## src/rtl/ball_engine.sv

```systemverilog
// Pong ball motion engine: serves the ball from the centre, moves it on each
// timing tick, bounces off the walls and paddles, detects misses and keeps score.
//
// state | meaning
// SERVE | ball held at the centre, serve counter runs on ticks while enabled
// PLAY  | ball moves on each enabled tick
// MISS  | single-cycle miss pulse, score already updated
module ball_engine #(
    parameter int HOR_PIXELS       = 1024,
    parameter int VER_PIXELS       = 768,
    parameter int BALL_SIZE        = 15,
    parameter int X_PAD_L          = 30,
    parameter int X_PAD_R          = 979,
    parameter int PAD_WIDTH        = 15,
    parameter int PAD_HEIGHT       = 145,
    parameter int VEL_INIT         = 2,
    parameter int VEL_MAX          = 6,
    parameter int HITS_PER_SPEEDUP = 4,
    parameter int SERVE_TICKS      = 60,
    parameter int SCORE_W          = 4
) (
    input  logic               clk,
    input  logic               rst,
    input  logic               timing_tick,
    input  logic               game_en,
    input  logic [9:0]         y_pad_left,
    input  logic [9:0]         y_pad_right,
    output logic [10:0]        x_ball,
    output logic [10:0]        y_ball,
    output logic               miss_left,
    output logic               miss_right,
    output logic [SCORE_W-1:0] score_left,
    output logic [SCORE_W-1:0] score_right,
    output logic               ball_active
);

    localparam int SC_W = (SERVE_TICKS > 1) ? $clog2(SERVE_TICKS) : 1;
    localparam int HC_W = (HITS_PER_SPEEDUP > 1) ? $clog2(HITS_PER_SPEEDUP) : 1;

    localparam logic [11:0] X0      = 12'((HOR_PIXELS - BALL_SIZE) / 2);
    localparam logic [11:0] Y0      = 12'((VER_PIXELS - BALL_SIZE) / 2);
    localparam logic [11:0] Y_MAX   = 12'(VER_PIXELS - BALL_SIZE);
    localparam logic [11:0] X_LIM_L = 12'(X_PAD_L + PAD_WIDTH);
    localparam logic [11:0] X_LIM_R = 12'(X_PAD_R - BALL_SIZE);
    localparam logic [11:0] X_PR    = 12'(X_PAD_R);
    localparam logic [11:0] HOR     = 12'(HOR_PIXELS);
    localparam logic [11:0] BS      = 12'(BALL_SIZE);
    localparam logic [11:0] PH      = 12'(PAD_HEIGHT);
    localparam logic [11:0] V0      = 12'(VEL_INIT);
    localparam logic [11:0] VMAX    = 12'(VEL_MAX);

    localparam logic [SC_W-1:0]    SERVE_LAST = SC_W'(SERVE_TICKS - 1);
    localparam logic [HC_W-1:0]    HIT_LAST   = HC_W'(HITS_PER_SPEEDUP - 1);
    localparam logic [SCORE_W-1:0] SCORE_MAX  = '1;

    typedef enum logic [1:0] {SERVE, PLAY, MISS} state_t;

    state_t          state;
    logic            dir_x;        // 1 = moving right
    logic            dir_y;        // 1 = moving down
    logic [11:0]     vx;
    logic [SC_W-1:0] serve_cnt;
    logic [HC_W-1:0] hit_cnt;

    logic [11:0] x_w, y_w, pl_w, pr_w;
    logic        ovl_l, ovl_r;
    logic [10:0] x_nxt, y_nxt;
    logic        dir_x_nxt, dir_y_nxt;
    logic        hit, miss_l_det, miss_r_det;

    // Next-position logic for one PLAY tick; all arithmetic in 12 bits so
    // the edge sums never wrap.
    always_comb begin
        x_w  = {1'b0, x_ball};
        y_w  = {1'b0, y_ball};
        pl_w = {2'b00, y_pad_left};
        pr_w = {2'b00, y_pad_right};

        ovl_l = (y_w + BS >= pl_w) && (y_w <= pl_w + PH);
        ovl_r = (y_w + BS >= pr_w) && (y_w <= pr_w + PH);

        y_nxt     = y_ball;
        dir_y_nxt = dir_y;
        if (dir_y) begin
            if (y_w + V0 >= Y_MAX) begin
                y_nxt     = Y_MAX[10:0];
                dir_y_nxt = 1'b0;
            end else begin
                y_nxt = 11'(y_w + V0);
            end
        end else begin
            if (y_w <= V0) begin
                y_nxt     = '0;
                dir_y_nxt = 1'b1;
            end else begin
                y_nxt = 11'(y_w - V0);
            end
        end

        x_nxt      = x_ball;
        dir_x_nxt  = dir_x;
        hit        = 1'b0;
        miss_l_det = 1'b0;
        miss_r_det = 1'b0;
        if (!dir_x) begin
            // x - vx <= limit, rearranged to avoid underflow near the wall
            if ((x_w <= X_LIM_L + vx) && ovl_l) begin
                x_nxt     = X_LIM_L[10:0];
                dir_x_nxt = 1'b1;
                hit       = 1'b1;
            end else if (x_w <= vx) begin
                miss_l_det = 1'b1;
            end else begin
                x_nxt = 11'(x_w - vx);
            end
        end else begin
            if ((x_w + BS + vx >= X_PR) && ovl_r) begin
                x_nxt     = X_LIM_R[10:0];
                dir_x_nxt = 1'b0;
                hit       = 1'b1;
            end else if (x_w + BS + vx >= HOR) begin
                miss_r_det = 1'b1;
            end else begin
                x_nxt = 11'(x_w + vx);
            end
        end
    end

    always_ff @(posedge clk) begin
        if (rst) begin
            state       <= SERVE;
            x_ball      <= X0[10:0];
            y_ball      <= Y0[10:0];
            dir_x       <= 1'b0;
            dir_y       <= 1'b0;
            vx          <= V0;
            serve_cnt   <= '0;
            hit_cnt     <= '0;
            score_left  <= '0;
            score_right <= '0;
            miss_left   <= 1'b0;
            miss_right  <= 1'b0;
            ball_active <= 1'b0;
        end else begin
            miss_left  <= 1'b0;
            miss_right <= 1'b0;
            case (state)
                SERVE: begin
                    if (timing_tick && game_en) begin
                        if (serve_cnt == SERVE_LAST) begin
                            serve_cnt   <= '0;
                            state       <= PLAY;
                            ball_active <= 1'b1;
                        end else begin
                            serve_cnt <= serve_cnt + SC_W'(1);
                        end
                    end
                end
                PLAY: begin
                    if (timing_tick && game_en) begin
                        x_ball <= x_nxt;
                        y_ball <= y_nxt;
                        dir_x  <= dir_x_nxt;
                        dir_y  <= dir_y_nxt;
                        if (hit) begin
                            if (hit_cnt == HIT_LAST) begin
                                hit_cnt <= '0;
                                vx      <= (vx < VMAX) ? vx + 12'd1 : VMAX;
                            end else begin
                                hit_cnt <= hit_cnt + HC_W'(1);
                            end
                        end
                        if (miss_l_det) begin
                            state       <= MISS;
                            ball_active <= 1'b0;
                            miss_left   <= 1'b1;
                            if (score_right != SCORE_MAX)
                                score_right <= score_right + SCORE_W'(1);
                        end
                        if (miss_r_det) begin
                            state       <= MISS;
                            ball_active <= 1'b0;
                            miss_right  <= 1'b1;
                            if (score_left != SCORE_MAX)
                                score_left <= score_left + SCORE_W'(1);
                        end
                    end
                end
                MISS: begin
                    // Serve toward the side that just missed' opponent; y keeps its direction.
                    state   <= SERVE;
                    x_ball  <= X0[10:0];
                    y_ball  <= Y0[10:0];
                    vx      <= V0;
                    hit_cnt <= '0;
                    dir_x   <= miss_left;
                end
                default: state <= SERVE;
            endcase
        end
    end

endmodule

```

## config.mk

```make
export PLATFORM = sky130hd
export DESIGN_NAME = ball_engine
export DESIGN_NICKNAME = d
export VERILOG_FILES = /design/src/rtl/ball_engine.sv
export SDC_FILE = /design/constraint.sdc
export NUM_CORES = 1
export LEC_CHECK = 0
export ABC_AREA = 1
export BUFFER_PORTS_ARGS = -buffer_cell sky130_fd_sc_hd__buf_4
export CAP_MARGIN = 20
export CELL_PAD_IN_SITES_DETAIL_PLACEMENT = 1
export CELL_PAD_IN_SITES_GLOBAL_PLACEMENT = 2
export CORE_MARGIN = 4
export CORE_UTILIZATION = 31
export CTS_CLUSTER_DIAMETER = 80
export DETAILED_ROUTE_END_ITERATION = 10
export PLACE_DENSITY = 0.77
export SETUP_SLACK_MARGIN = 0.1
export SYNTH_ARGS = -nofsm -noshare
export SYNTH_HDL_FRONTEND = slang
export SYNTH_SLANG_ARGS = --single-unit
export TNS_END_PERCENT = 100
```

## constraint.sdc

```tcl
create_clock -name clk -period 3.19 [get_ports clk]
set_clock_uncertainty 0.15 [all_clocks]
set_input_delay 0.319 -clock clk [delete_from_list [all_inputs] [get_ports clk]]
set_output_delay 0.319 -clock clk [all_outputs]
set_load 0.01 [all_outputs]
```

After elaboration in Yosys (flattened, before gate mapping)
Index checks and enable logic that the tools add are counted.

storage, ports and cells
  logic and storage cells = 126
  register bits after elaboration = 57
  output and inout port bits = 33

cells by class
  $lt $le $gt $ge = 11
  reductions and logical operators = 19
  bitwise gates (word level) = 2
  add/sub/neg operators = 15
  eq/ne operators = 14
  multiplexer cells = 52

operators by type and width
  cell                     count
  $mux W11                 10
  $mux W12                 4
  $pmux W11 S2             2
  $add A11 B4 Y12 const B  2
  $ge A12 B10 Y1           2
  $ge A12 B10 Y1 const B   2
  $le A11 B12 Y1           2
  $pmux W12 S2             1
  $add A10 B8 Y11 const B  2
  $le A11 B11 Y1           2
  $mux W1                  22
  $reduce_and A4 Y1        5
  $mux W2                  8
  $ne A4 B4 Y1 const B     4
  $add A11 B2 Y12 const B  1
  $add A12 B1 Y12 const B  1
  $add A12 B12 Y12         1
  $add A6 B12 Y12 const A  1
  $ge A12 B11 Y1 const B   1
  $lt A12 B3 Y1 const B    1
  $add A11 B11 Y11         1
  $le A11 B2 Y1 const B    1
  $sub A11 B11 Y11         1
  $sub A11 B2 Y11 const B  1
  other kinds (19)         35

Longest topological paths before layout
  depth after elaboration = 10
  mapped depth = 26
  gate-level depth less buffers = 25

Least setup slack after synthesis
Ideal clock, no wire load.

  path kind = register to register
  from = register y_ball[1]
  to = register score_left[3]
  path slack = 142 ps
  arrival = 2785 ps
  cell stages (with the launch flop) = 22
  path buffers = 0
  library setup time = 113 ps
  path through = dfxtp_1 > inv_1 > ha_1 > nand2_1 > o21ai_2 > nor2_1 > xor2_1 > ha_1 > nand2_1 > nor2_1 > a211oi_1 > nand2_1 > nand2_1 > a21boi_2 > nand2_4 > nand3_4 > nor2_4 > inv_2 > nor2_4 > nand2_1 > nand2_1 > nor2_1

on the way
  cells in the longest elaborated chain, start to end = 7
  elaborated cells on any way between the ends = 8
  those cells by class = 1 x add/sub; 2 x order compare; 2 x mux; 3 x reduce/logical

RTL lines
  what                                    RTL line  RTL
  start: declaration                      29        output logic [10:0] y_ball,
  start signal: assignment                133       y_ball <= Y0[10:0];
  start signal: assignment                162       y_ball <= y_nxt;
  start signal: assignment                193       y_ball <= Y0[10:0];
  $add A11 B4 Y12                         80        ovl_r = (y_w + BS >= pr_w) && (y_w <= pr_w + PH);
  $ge A12 B10 Y1                          80
  $logic_and A1 B1 Y1 (*)                 80
  $logic_and A1 B1 Y1 (*)                 117       if ((x_w + BS + vx >= X_PR) && ovl_r) begin
  $mux W1 (*)                             117
  $mux W1 (*)                             105       if (!dir_x) begin
  $reduce_and A4 Y1 (no source line) (*)  --
  end signal: assignment                  185       score_left <= score_left + SCORE_W'(1);
  end: declaration                        32        output logic [SCORE_W-1:0] score_left,

Mark *: on every way between the ends. The rest lies on a longest branch, timed or not.
A chain may end at the register's enable or synchronous reset.

Final worst setup path
  from = register vx[7]
  to = register x_ball[5]

on the way
  cells in the longest elaborated chain, start to end = 7
  elaborated cells on any way between the ends = 16
  those cells by class = 2 x add/sub; 4 x order compare; 2 x eq/ne; 5 x mux; 3 x reduce/logical

RTL lines
  what                                                        RTL line       RTL
  start: declaration                                          61             logic [11:0] vx;
  start signal: assignment                                    168            vx <= (vx < VMAX) ? vx + 12'd1 : VMAX;
  $add A6 B12 Y12 / $add A12 B12 Y12 (equally long branches)  107, 117, 121
  $le A11 B12 Y1 / $ge A12 B10 Y1 (equally long branches)     107, 117
  $logic_and A1 B1 Y1, on equally long branches               107, 117
  $mux W11, on equally long branches                          107, 117
  $mux W11                                                    105
  $mux W11                                                    160            if (timing_tick && game_en) begin
  $pmux W11 S2                                                147            case (state)
  end signal: assignment                                      132            x_ball <= X0[10:0];
  end signal: assignment                                      161            x_ball <= x_nxt;
  end signal: assignment                                      192            x_ball <= X0[10:0];
  end: declaration                                            28             output logic [10:0] x_ball,

Parallel ways exist; a longest one is shown, timed or not. The select of a mux whose other input is x is not followed.

==> metrics.txt <==
crit path launch vx[7]$_SDFFE_PP0P_; clock tree buffer depth 2; final worst setup slack 0.04865 ns; CTS tree done; mux cell area share after synthesis 0%; Post-Place Worst Slack -0.3659 ns; synth unique cells 54; first-pass GRT wire length 38.18 mm; clock power share 40.6%; Startpoint Class register; detailed-router iteration count before antenna repair 4; CP Capture Point x_ball[5]$_SDFFE_PP1P_; CP max stage cell fa_2; Syn. warnings 0; H-tree Lvls 3; num rows 53; Worst path depth 16; post-DR wirelength/cell 16.67 microns; remaining global-route overflow 0; largest net degree at the start of global routing 27; Primary FF master, synth dfxtp_1; FF-to-FF End x_ball[5]$_SDFFE_PP1P_; period utilisation layout 98.47%; sw frac 31.86%; diode count 0; Crit Path Class register to register; final hold vios 0; worst slew pin tran 0.6833 ns; Post-synth EDFFs 0; Via density slightly below 5; Seq/Total Area, Yosys 17.31%; combinational group share of total power 28.8%; f_max about 320 MHz; Detail Placement HPWL 19.19 mm; Area Growth Syn to Fin 43.22%; die width 153.8 microns; # IOs 57; Post-Synth Simple-Gate Area ~30%; Final setup viols 0; path depth of the worst reg2reg path 16; WP data required roughly 3.2 ns; Initial Util between 30% and 40%; number of global-route vias before repair ~7400; count leader, synth nand2_1; share of cells above drive strength 1 a little over a third; area share of fa/ha/maj cells after synthesis 21.29%; Worst Path Max Fanout 6; leakage power between 4 and 5 nW; Peak VDD IR 0.3307 mV; synthesis-stage register bit count 57; Crit path largest cell delay slightly below 0.6 ns; vias post-DR approximately 7200; GRT Util Overall 19.80%; switching power 0.7687 mW; RSZ-0062 raised after global routing true; max_cap viols 0; ys async rst share 0%; Setup crit end kind register; crit-path leading delay family simple AND/OR/NAND/NOR gates; Worst-Skew Late Latency about 0.33 ns; Post-Syn Area between 6000 and 7000 sq um; die area ~24000 sq um; worst min path class input port to register; largest family of logic cells by synthesized area simple AND/OR/NAND/NOR gates; Std-Cell Core Area 20960 sq um; power density over cell area around 260 nW/um^2; internal cell power 1.644 mW; Yosys top cell area share between 10% and 20%; Post-DRT Antenna Nets 0; final WL 24.14 mm; RD Place Congestion 0.8170; clock transition at the registers of the reported paths ~0.060 ns; R2R Path Start vx[7]$_SDFFE_PP0P_; cell taking the most area after synthesis ha_1; Synth Area in XOR/XNOR between 7 and 8%; top cells by count, synth nand2_1, inv_1, ha_1, a21oi_1, nor2_1; Final Critical Period 3.141 ns; flop2flop setup slack 0.05 ns; post-synth net total 1097; crit path DAT 3.17 ns; CP bufs+invs 2; Layout Nets 1300; Synth Instances about 970; compound-gate portion of the synthesized area roughly 14%; Post-Synthesis Mean Instance Area 6.832 sq um; setup TNS 0 ns; main area contributors after synthesis ha_1, dfxtp_1, nand2_1, inv_1, xor2_1; Buffers on Ports 56; clock sinks 57; Slew headroom roughly 54%; Iteration-0 DRC Markers 339; Die Y ~150 microns; CTS Root Buffer Type clkbuf_16; status finished clean; worst-path cell chain buf_4 -> ha_4 -> fa_2 -> inv_2 -> nor3_4 -> nand4_1 -> nand4_1 -> nand2_2 -> nor2_4 -> nand2_2 -> nand2_4 -> nand3_4 -> nand3_4 -> nand2_4 -> o21ai_2 -> o211ai_1; DRC viols 0; number of CTS-inserted buffers 9; initial antenna violation count 0; Slew Limit Fails 0; Reg power frac 30.6%
## cells by family after synthesis
family                     Yosys count
DFF                                 57
xor gates and xnor gates            58
adders and majority gates          108
and+or+nand+nor                    421
AOI/OAI and AO/OA                  156
buffers and inverters              165
## flip-flops by register name, summed over array words and instances, names as in the netlist
name / cells
serve_cnt: 6
ball_active: 1
dir_y: 1
state: 2
miss_left: 1
hit_cnt: 2
score_left: 4
dir_x: 1
score_right: 4
miss_right: 1
y_ball: 11
vx: 12
x_ball: 11
## timing repair
item / 4_1_cts / 5_1_grt
setup buffers: 12 / 17
endpoints found under the setup margin: 37 / 37
hold buffers: 0 / 0
hold endpoints to repair: 0 / 0
pin swaps: 36 / 61
gates resized for setup: 70 / 126
## power groups by stage
stage	combinational (mW)	sequential, mW	clock [mW]
3_3_place_gp	0.585	0.754	0
5_1_grt	0.780	0.739	1.02
6_report	0.694	0.738	0.981
4_1_cts	0.636	0.739	0.990
2_1_floorplan	0.351	0.761	0
3_5_place_dp	0.597	0.755	0
## per-layer routing
| metal | share of wire (%) | global-route usage (%) | up-vias |
|---|---|---|---|
| li1 | - | - | 3587 |
| met1 | 48 | 27.42 | 3435 |
| met2 | 48 | 33.44 | 110 |
| met3 | 3.6 | 2.420 | 24 |
| met4 | 1.1 | 3.659 | 0 |
| met5 | 0 | 0 | - |
## how the worst min path moves through the flow
stage | from | cells after the start | to | slack (ns)
finish | rst | 2 | score_left[0]$_SDFFE_PP0P_ | 0.24
global route | rst | 2 | score_left[0]$_SDFFE_PP0P_ | 0.28
CTS | rst | 2 | score_left[0]$_SDFFE_PP0P_ | 0.24
detailed placement | hit_cnt[1]$_SDFFE_PP0P_ | 2 | hit_cnt[1]$_SDFFE_PP0P_ | 0.31
global placement | hit_cnt[1]$_SDFFE_PP0P_ | 2 | hit_cnt[1]$_SDFFE_PP0P_ | 0.31
floorplan | hit_cnt[1]$_SDFFE_PP0P_ | 2 | hit_cnt[1]$_SDFFE_PP0P_ | 0.30
## cell usage in the layout (no fill, tap or decap), types with 7 or more instances in the layout
master,count
buf_6,7
o21ai_0,32
o211ai_1,7
nand2_1,173
a21oi_1,58
inv_1,123
nor3_2,13
nor3_1,14
nand3_1,55
dfxtp_1,46
xor2_1,48
buf_4,201
a21oi_2,10
ha_4,15
nor2_2,10
o21ai_1,7
xnor2_1,7
nand2_2,30
inv_2,20
nand3_2,8
nor2_1,56
ha_1,81
nand2_4,12
nor2_4,10
clkbuf_16,9
nand4_1,18
## metrics by stage
| stage | total power [mW] | area (sq um) | util (%) | hold WS, ns | std cells |
|---|---|---|---|---|---|
| finish | 2.413 | 9442 | 45.06 | 0.2425 | 1448 |
| global route | 2.542 | 9442 | 45.06 | 0.2792 | 1448 |
| CTS | 2.365 | 8831 | 42.14 | 0.2377 | 1431 |
| detailed placement | 1.352 | 8209 | 39.17 | 0.3144 | 1403 |
| global placement | 1.340 | 8209 | 39.17 | 0.3090 | 1403 |
| floorplan | 1.112 | 6593 | - | 0.2991 | 965 |
## cell type report
class,instances,area (sq um)
clock inverters,6,57.56
fillers,2648,11510
repair buffers,210,1628
flip-flops and latches,57,1167
multi-input cells,743,5444
clock buffers,10,239.0
well taps,275,344.1
inverters,147,561.8
(Power assumes the default switching activity.)
